`src/rtl/counter_pkg.sv`:
```
// Shared constants and next-count arithmetic for the up/down event counter.
// The function is width-generic: callers zero-extend into CNT_MAX_W bits.
package counter_pkg;

  localparam bit CNT_WRAP = 1'b0;
  localparam bit CNT_SAT  = 1'b1;

  localparam int CNT_MAX_W = 32;

  // Returns {tc, next_result}. result is assumed to already be <= max_val.
  function automatic logic [CNT_MAX_W:0] next_count(
    input logic [CNT_MAX_W-1:0] result,
    input logic [CNT_MAX_W-1:0] step,
    input logic                 up_dn,
    input logic [CNT_MAX_W-1:0] max_val,
    input logic                 sat
  );
    logic [CNT_MAX_W:0]   sum;
    logic [CNT_MAX_W:0]   modulus;
    logic [CNT_MAX_W-1:0] nxt;
    logic                 tc;
    modulus = {1'b0, max_val} + (CNT_MAX_W+1)'(1);
    sum     = '0;
    nxt     = result;
    tc      = 1'b0;
    if (up_dn) begin
      sum = {1'b0, result} + {1'b0, step};
      if (sum > {1'b0, max_val}) begin
        tc  = 1'b1;
        nxt = sat ? max_val : CNT_MAX_W'(sum - modulus);
      end else begin
        nxt = sum[CNT_MAX_W-1:0];
      end
    end else begin
      if (step > result) begin
        tc  = 1'b1;
        nxt = sat ? '0 : CNT_MAX_W'({1'b0, result} + modulus - {1'b0, step});
      end else begin
        nxt = result - step;
      end
    end
    return {tc, nxt};
  endfunction

endpackage

```
`src/rtl/param_updown_counter_if.sv`:
```
// Control and status bundle of the up/down counter.
// master drives the controls, slave is the counter itself.
interface param_updown_counter_if #(
  parameter int WIDTH  = 8,
  parameter int STEP_W = 4
);
  logic              ena;
  logic              clr;
  logic              load;
  logic [WIDTH-1:0]  load_val;
  logic              up_dn;
  logic [STEP_W-1:0] step;
  logic [WIDTH-1:0]  result;
  logic              tc;
  logic              ovf;
  logic              zero;

  modport master (
    output ena, clr, load, load_val, up_dn, step,
    input  result, tc, ovf, zero
  );

  modport slave (
    input  ena, clr, load, load_val, up_dn, step,
    output result, tc, ovf, zero
  );
endinterface

```
`src/rtl/cnt_step_alu.sv`:
```
// Combinational next value and terminal-count for one enabled step.
// Zero latency, no flow control; wraps or clamps according to SATURATE.
module cnt_step_alu
  import counter_pkg::*;
#(
  parameter int WIDTH    = 8,
  parameter int MAX_VAL  = (1 << WIDTH) - 1,
  parameter int SATURATE = 0,
  parameter int STEP_W   = 4
) (
  input  logic [WIDTH-1:0]  cur,
  input  logic [STEP_W-1:0] step,
  input  logic              up_dn,
  output logic [WIDTH-1:0]  nxt,
  output logic              tc
);

  localparam bit SAT_MODE = (SATURATE != 0) ? CNT_SAT : CNT_WRAP;

  logic [CNT_MAX_W:0] res;

  always_comb begin
    res = next_count(CNT_MAX_W'(cur), CNT_MAX_W'(step), up_dn,
                     CNT_MAX_W'(MAX_VAL), SAT_MODE);
  end

  assign nxt = res[WIDTH-1:0];
  assign tc  = res[CNT_MAX_W];

  // Bits above WIDTH are always zero because results never exceed MAX_VAL.
  logic unused_hi;
  assign unused_hi = ^res[CNT_MAX_W-1:WIDTH];

endmodule

```
`src/rtl/param_updown_counter.sv`:
```
// Parametrised up/down counter with load, clear, wrap/saturate, tc pulse and sticky ovf.
// result/tc update one edge after inputs are sampled; no backpressure, accepts every cycle.
module param_updown_counter
  import counter_pkg::*;
#(
  parameter int WIDTH    = 8,
  parameter int MAX_VAL  = (1 << WIDTH) - 1,
  parameter int SATURATE = 0,
  parameter int STEP_W   = 4
) (
  input  logic                  clk,
  input  logic                  reset,
  param_updown_counter_if.slave bus
);

  if (WIDTH < 1 || WIDTH >= CNT_MAX_W) begin : g_bad_width
    $error("param_updown_counter: WIDTH out of range");
  end
  if (MAX_VAL < 1 || MAX_VAL > (1 << WIDTH) - 1) begin : g_bad_max
    $error("param_updown_counter: MAX_VAL out of range");
  end
  if (((1 << STEP_W) - 1) > MAX_VAL) begin : g_bad_step
    $error("param_updown_counter: largest step exceeds MAX_VAL");
  end

  localparam logic [WIDTH-1:0] MAX_W = WIDTH'(MAX_VAL);

  logic [WIDTH-1:0] result_q;
  logic             tc_q;
  logic             ovf_q;
  logic [WIDTH-1:0] alu_nxt;
  logic             alu_tc;
  logic [WIDTH-1:0] load_clamped;

  cnt_step_alu #(
    .WIDTH    (WIDTH),
    .MAX_VAL  (MAX_VAL),
    .SATURATE (SATURATE),
    .STEP_W   (STEP_W)
  ) u_alu (
    .cur   (result_q),
    .step  (bus.step),
    .up_dn (bus.up_dn),
    .nxt   (alu_nxt),
    .tc    (alu_tc)
  );

  assign load_clamped = (bus.load_val > MAX_W) ? MAX_W : bus.load_val;

  // Priority: reset > clr > load > ena; tc defaults low so it only pulses.
  always_ff @(posedge clk) begin
    if (!reset) begin
      result_q <= '0;
      tc_q     <= 1'b0;
      ovf_q    <= 1'b0;
    end else if (bus.clr) begin
      result_q <= '0;
      tc_q     <= 1'b0;
      ovf_q    <= 1'b0;
    end else if (bus.load) begin
      result_q <= load_clamped;
      tc_q     <= 1'b0;
    end else if (bus.ena) begin
      result_q <= alu_nxt;
      tc_q     <= alu_tc;
      ovf_q    <= ovf_q | alu_tc;
    end else begin
      tc_q     <= 1'b0;
    end
  end

  assign bus.result = result_q;
  assign bus.tc     = tc_q;
  assign bus.ovf    = ovf_q;
  assign bus.zero   = (result_q == '0);

endmodule

```
`src/flat_wrapper.sv`:
```
// flat-port wrapper written by rule: the top's interface ports become plain ports
module param_updown_counter_flat import counter_pkg::*;
#(
  parameter int WIDTH    = 8,
  parameter int MAX_VAL  = (1 << WIDTH) - 1,
  parameter int SATURATE = 0,
  parameter int STEP_W   = 4
)
  (clk, reset, bus_ena, bus_clr, bus_load, bus_load_val, bus_up_dn, bus_step, bus_result, bus_tc, bus_ovf, bus_zero);
  param_updown_counter_if #(.WIDTH(WIDTH), .STEP_W(STEP_W)) bus_i ();
  input  logic clk;
  input  logic reset;
  input wire logic [$bits(bus_i.ena)-1:0] bus_ena;
  input wire logic [$bits(bus_i.clr)-1:0] bus_clr;
  input wire logic [$bits(bus_i.load)-1:0] bus_load;
  input wire logic [$bits(bus_i.load_val)-1:0] bus_load_val;
  input wire logic [$bits(bus_i.up_dn)-1:0] bus_up_dn;
  input wire logic [$bits(bus_i.step)-1:0] bus_step;
  output wire logic [$bits(bus_i.result)-1:0] bus_result;
  output wire logic [$bits(bus_i.tc)-1:0] bus_tc;
  output wire logic [$bits(bus_i.ovf)-1:0] bus_ovf;
  output wire logic [$bits(bus_i.zero)-1:0] bus_zero;
  assign bus_i.ena = bus_ena;
  assign bus_i.clr = bus_clr;
  assign bus_i.load = bus_load;
  assign bus_i.load_val = bus_load_val;
  assign bus_i.up_dn = bus_up_dn;
  assign bus_i.step = bus_step;
  assign bus_result = bus_i.result;
  assign bus_tc = bus_i.tc;
  assign bus_ovf = bus_i.ovf;
  assign bus_zero = bus_i.zero;
  param_updown_counter #(.WIDTH(WIDTH), .MAX_VAL(MAX_VAL), .SATURATE(SATURATE), .STEP_W(STEP_W)) u_core (.clk(clk), .reset(reset), .bus(bus_i));
endmodule
```
`config.mk`:
```
export PLATFORM = sky130hd
export DESIGN_NAME = param_updown_counter_flat
export DESIGN_NICKNAME = d
export VERILOG_FILES = /design/src/rtl/counter_pkg.sv /design/src/rtl/param_updown_counter_if.sv /design/src/rtl/cnt_step_alu.sv /design/src/rtl/param_updown_counter.sv /design/src/flat_wrapper.sv
export SDC_FILE = /design/constraint.sdc
export NUM_CORES = 1
export LEC_CHECK = 0
export ABC_AREA = 1
export BUFFER_PORTS_ARGS = -buffer_cell sky130_fd_sc_hd__buf_2
export CAP_MARGIN = 20
export CORE_MARGIN = 4
export CORE_UTILIZATION = 40
export DETAILED_ROUTE_END_ITERATION = 8
export PLACE_DENSITY = 0.78
export SETUP_SLACK_MARGIN = 0.15
export SLEW_MARGIN = 30
export SYNTH_ARGS = -nofsm -noshare
export SYNTH_HDL_FRONTEND = slang
export SYNTH_SLANG_ARGS = --single-unit
```
`constraint.sdc`:
```
create_clock -name clk -period 1.7 [get_ports clk]
set_input_delay 0.34 -clock clk [delete_from_list [all_inputs] [get_ports clk]]
set_output_delay 0.34 -clock clk [all_outputs]
set_load 0.01 [all_outputs]
```
## After elaboration in Yosys (flattened, before gate mapping)

Cells that the tools add are included.

| operators by class | value |
|---|---|
| divide/modulo/power cells | 0 |
| add/subtract/negate cells | 5 |
| order comparisons | 3 |
| reductions and logical operators | 5 |
| eq/ne operators | 0 |
| shift-type cells | 0 |
| muxes and demuxes | 9 |
| bitwise gates (word level) | 4 |
| multipliers | 0 |

Operator list:

| operator | count |
|---|---|
| $mux 8 | 6 |
| $sub 8x4->8 | 2 |
| $add 8x4->9 | 1 |
| $gt 9x8->1 const B | 1 |
| $add 8x1->8 const B | 1 |
| $gt 4x8->1 | 1 |
| $gt 8x8->1 const B | 1 |
| $logic_not 8->1 | 1 |
| $sub 8x1->8 const B | 1 |
| $reduce_or 4->1 | 1 |
| $mux 1 | 3 |
| $not 1->1 | 3 |
| $reduce_and 2->1 | 1 |
| $reduce_bool 2->1 | 1 |
| $reduce_or 2->1 | 1 |
| $or 1x1->1 | 1 |

| word-level totals | value |
|---|---|
| ROM bits | 0 |
| memory bits (writable) | 0 |
| bits in registers | 10 |
| output and inout port bits | 11 |
| memories kept | 0 |
| latch bits | 0 |
| logic and storage cells | 29 |

## Depth between registers and ports, before layout

| depth | value |
|---|---|
| word-level depth | 6 |
| gate-level depth with buffers | 13 |
| mapped depth without buffers | 13 |

## Hierarchy

Synthesis repeated with hierarchy kept, for this count alone.

| second synthesis, totals | value |
|---|---|
| cell total of the unflattened synthesis | 196 |
| area total of the unflattened synthesis | 1,174.9 µm² |

By module, submodules not included:

| module | area each (µm²) | times used | cells each |
|---|---|---|---|
| cnt_step_alu | 656.9 | 1 | 120 |
| param_updown_counter | 518.0 | 1 | 76 |

## Worst setup path after synthesis

Ideal clock, no wire load.

| path | value |
|---|---|
| path kind | reg-to-reg |
| from | register u_core.result_q[0], in the netlist u_core.bus.result[0] |
| to | register u_core.result_q[4], in the netlist u_core.bus.result[4] |
| arrival | 1.571 ns |
| stages on the path, launching flop included | 14 |
| setup slack | 0.007 ns |
| cell sequence | dfxtp_1 -> inv_1 -> ha_1 -> fa_1 -> inv_1 -> nand2_1 -> nand2_1 -> nand2_1 -> nand2_1 -> nand2_1 -> nand2_1 -> nand2_1 -> nand3_1 -> a21oi_1 |

| on the way | value |
|---|---|
| word-level cells in the longest chain between the ends | 6 |
| elaborated cells between the ends (all ways) | 12 |
| those cells by class | 5 x add/sub; 2 x order compare; 5 x mux |

RTL lines:

| element | RTL line | RTL |
|---|---|---|
| start: declaration | param_updown_counter.sv:28 | `logic [WIDTH-1:0] result_q;` |
| start signal: assignment | param_updown_counter.sv:61 | `result_q <= load_clamped;` |
| start signal: assignment | param_updown_counter.sv:64 | `result_q <= alu_nxt;` |
| $add 8x1->8 or $add 8x4->9 (tied branches) | counter_pkg.sv:37, counter_pkg.sv:27 |  |
| $sub 8x4->8 (tied with other cells) | counter_pkg.sv:37 | `nxt = sat ? '0 : CNT_MAX_W'({1'b0, result} + modulus - {1'b0, step});` |
| $mux 8 (on tied branches) | counter_pkg.sv:35, counter_pkg.sv:28 |  |
| $mux 8 * | counter_pkg.sv:26 | `if (up_dn) begin` |
| $mux 8 * | param_updown_counter.sv:63 | `end else if (bus.ena) begin` |
| $mux 8 * | param_updown_counter.sv:60 | `end else if (bus.load) begin` |

Every way passes the cells marked *; elsewhere a longest branch is shown, timed or not. The select of a mux whose other input is x is not followed.
A chain may end at the register's enable or synchronous reset.

## Worst setup path in the final report

| path | value |
|---|---|
| from | register u_core.result_q[5], in the netlist u_core.bus.result[5] |
| to | output bus_zero |

| on the way | value |
|---|---|
| word-level cells in the longest chain between the ends | 1 |

RTL lines:

| element | RTL line | RTL |
|---|---|---|
| $logic_not 8->1 | param_updown_counter.sv:75 | `assign bus.zero = (result_q == '0);` |
| end: declaration | flat_wrapper.sv:22 | `output wire logic [$bits(bus_i.zero)-1:0] bus_zero;` |

Every way passes these cells.

==> impl_metrics.json <==
{
  "status": "completed",
  "antenna_found_initial": 0,
  "finalSetupTns_ns": 0,
  "die-area_um2": 3210,
  "grt_pass1_wl_um": 4370,
  "die_h_um": 56.7,
  "dp_hpwl_um": 2120,
  "wirelength_um": 2650,
  "path_class": "flip-flop to primary output",
  "cts.sink_count": 10,
  "synth_cell_types": 24,
  "cts_hold_buf": 0,
  "crit_required_ns": 1.36,
  "firstDrtPassIters": 4,
  "fill_cells": 238,
  "slew_headroom": 0.779,
  "yosysTopAreaCell": "dfxtp_1",
  "crit_path_cell_trace": "nor2_2, nand3_1, nor4_1, buf_2",
  "drive_above_1_share": 0.405,
  "grt_max_degree": 11,
  "finalHoldViolations": 0,
  "synth.cell_area_um2": 948,
  "finalSetupViolCount": 0,
  "drt_first_iter_violations": 19,
  "skew_ns": 0.00438,
  "worstSetupStartpointType": "flip-flop",
  "multi_input_area_um2": 726,
  "cap_violations": 0,
  "clkSlewWorstSetupHoldPaths_ns": 0.07,
  "yosys_register_bits": 10,
  "clk_latency_ns": 0.27,
  "place_ws_ns": -0.0553,
  "cts-buffers-inserted": 3,
  "crit_fanout": 7,
  "wl_per_cell_um": 12.4,
  "syn_to_final_growth_pct": 34.7,
  "fin_crit_sh": 0.951,
  "ys.flop_type": "dfxtp_1",
  "start_util": 0.425,
  "rsz0062_at_grt": "yes",
  "crit_path_top_delay_cell": "dfxtp_2",
  "regArea_um2": 209,
  "endpoint_kind": "primary output",
  "layout_commonest_cell": "nand2_1",
  "synth_top_area_frac": 0.211,
  "syn_area_per_cell_um2": 6.32,
  "diodes": 0,
  "fin_ws_ns": 0.0826,
  "overflow": 0,
  "powerDensity_nw_per_um2": 550,
  "drc": 0,
  "final_cell_mix": "nand2_1, buf_2, nand3_1",
  "synthTopCellsByArea": "dfxtp_1, nand2_1, ha_1",
  "yosysWarnings": 0,
  "maxSlewViolCount": 0,
  "vias": 1129,
  "final_util": 0.572,
  "die_x_um": 56.7,
  "worst_pin_slew_ns": 0.331,
  "cts-htree-levels": 1,
  "clockBufferDepth": 2,
  "nets": 214,
  "ys_seq_area_frac": 0.211,
  "rows": 17,
  "power_leakage_nw": 0.652,
  "syn-num-nets": 178,
  "period_minus_slack_ns": 1.62,
  "ir_drop_v": 0.000452,
  "ctsRootBufferMaster": "clkbuf_4",
  "ioPinCount": 29,
  "postRouteAntennaNets": 0,
  "gp_congestion": 0.861,
  "synth_edf_count": 0,
  "worst_hold_path_type": "input port to flip-flop",
  "core-area_um2": 2230,
  "grt_pass1_vias": 1030,
  "portBuffers": 28,
  "grt_usage": 0.167,
  "syn_inst": 150,
  "viasPerCell": 5.30,
  "cts_tree": "done",
  "cp.arrival_ns": 1.28,
  "slowest_delay_ns": 0.36,
  "async_flop_share": 0,
  "timing.fmax_ghz": 0.618
}
## cells by family after synthesis
logic type / after synthesis / synth area share
compound gates: 25 / 0.164
fa+ha+maj: 10 / 0.148
buf+inv: 26 / 0.109
flops: 10 / 0.211
simple gates: 79 / 0.368
## area by class of cell
type | instances | share of cell area
Multi-Input combinational cell | 114 | 0.568
Sequential cell | 10 | 0.164
Timing Repair Buffer | 33 | 0.139
Inverter | 24 | 0.0735
Clock buffer | 4 | 0.0284
Tap cell | 28 | 0.0274
## through the flow
step	hold slack (ns)	power, mW	cell area, um^2	std cells
global placement	0.446	0.461	1160	208
finish	0.343	0.703	1280	213
CTS	0.331	0.689	1210	212
floorplan	0.478	0.395	971	150
detailed placement	0.459	0.466	1160	208
global route	0.338	0.753	1280	213
## cells in the mapped netlist (2+ instances only)
cell / count
a22oi_1: 5
o21ai_1: 2
a31oi_1: 3
nor2_1: 7
nor2_2: 2
ha_1: 8
a21oi_1: 8
nand3_2: 2
inv_2: 4
fa_1: 2
o21ai_0: 5
nand2_2: 2
nand2_1: 44
dfxtp_1: 10
inv_1: 19
nand3_1: 19
## routing by layer
layer | vias up | share of wire | track usage
met5 | - | 0 | 0
met2 | 39 | 0.50 | 0.276
met1 | 520 | 0.42 | 0.214
met4 | 0 | 0.021 | 0.0814
li1 | 563 | - | -
met3 | 7 | 0.057 | 0.0161
## state kept, by name, summed over array words and instances (netlist names)
signal / count
u_core.bus.ovf: 1
u_core.bus.result: 8
u_core.bus.tc: 1
## report_power, final
| part | internal [mW] | switching, mW |
|---|---|---|
| sequential | 0.243 | 0.0126 |
| clock | 0.130 | 0.0841 |
| combinational | 0.0961 | 0.136 |
| total | 0.470 | 0.233 |
## final timing paths
kind / startpoint / endpoint / slack (ns) / cells past startpoint
max: u_core.bus.result[5]$_SDFFE_PP0P_ / bus_zero / 0.08 / 4
min: bus_load_val[1] / u_core.bus.result[1]$_SDFFE_PP0P_ / 0.34 / 3
max reg2reg: u_core.bus.result[0]$_SDFFE_PP0P_ / u_core.bus.result[4]$_SDFFE_PP0P_ / 0.09 / 13
min reg2reg: u_core.bus.ovf$_SDFFE_PP0P_ / u_core.bus.ovf$_SDFFE_PP0P_ / 0.47 / 2
## critical path: cells and delay by family (launching register included)
| family | cells | cell delay (ns) |
|---|---|---|
| simple gates | 3 | 0.47 |
| flops | 1 | 0.36 |
| buf+inv | 1 | 0.18 |
## repair_timing
item	4_1_cts	5_1_grt
setup buffers	0	1
pin swaps	1	2
endpoints found under the setup margin	6	9
gates cloned	0	0
resized for setup	7	16
Power figures use the tool's default switching activity.
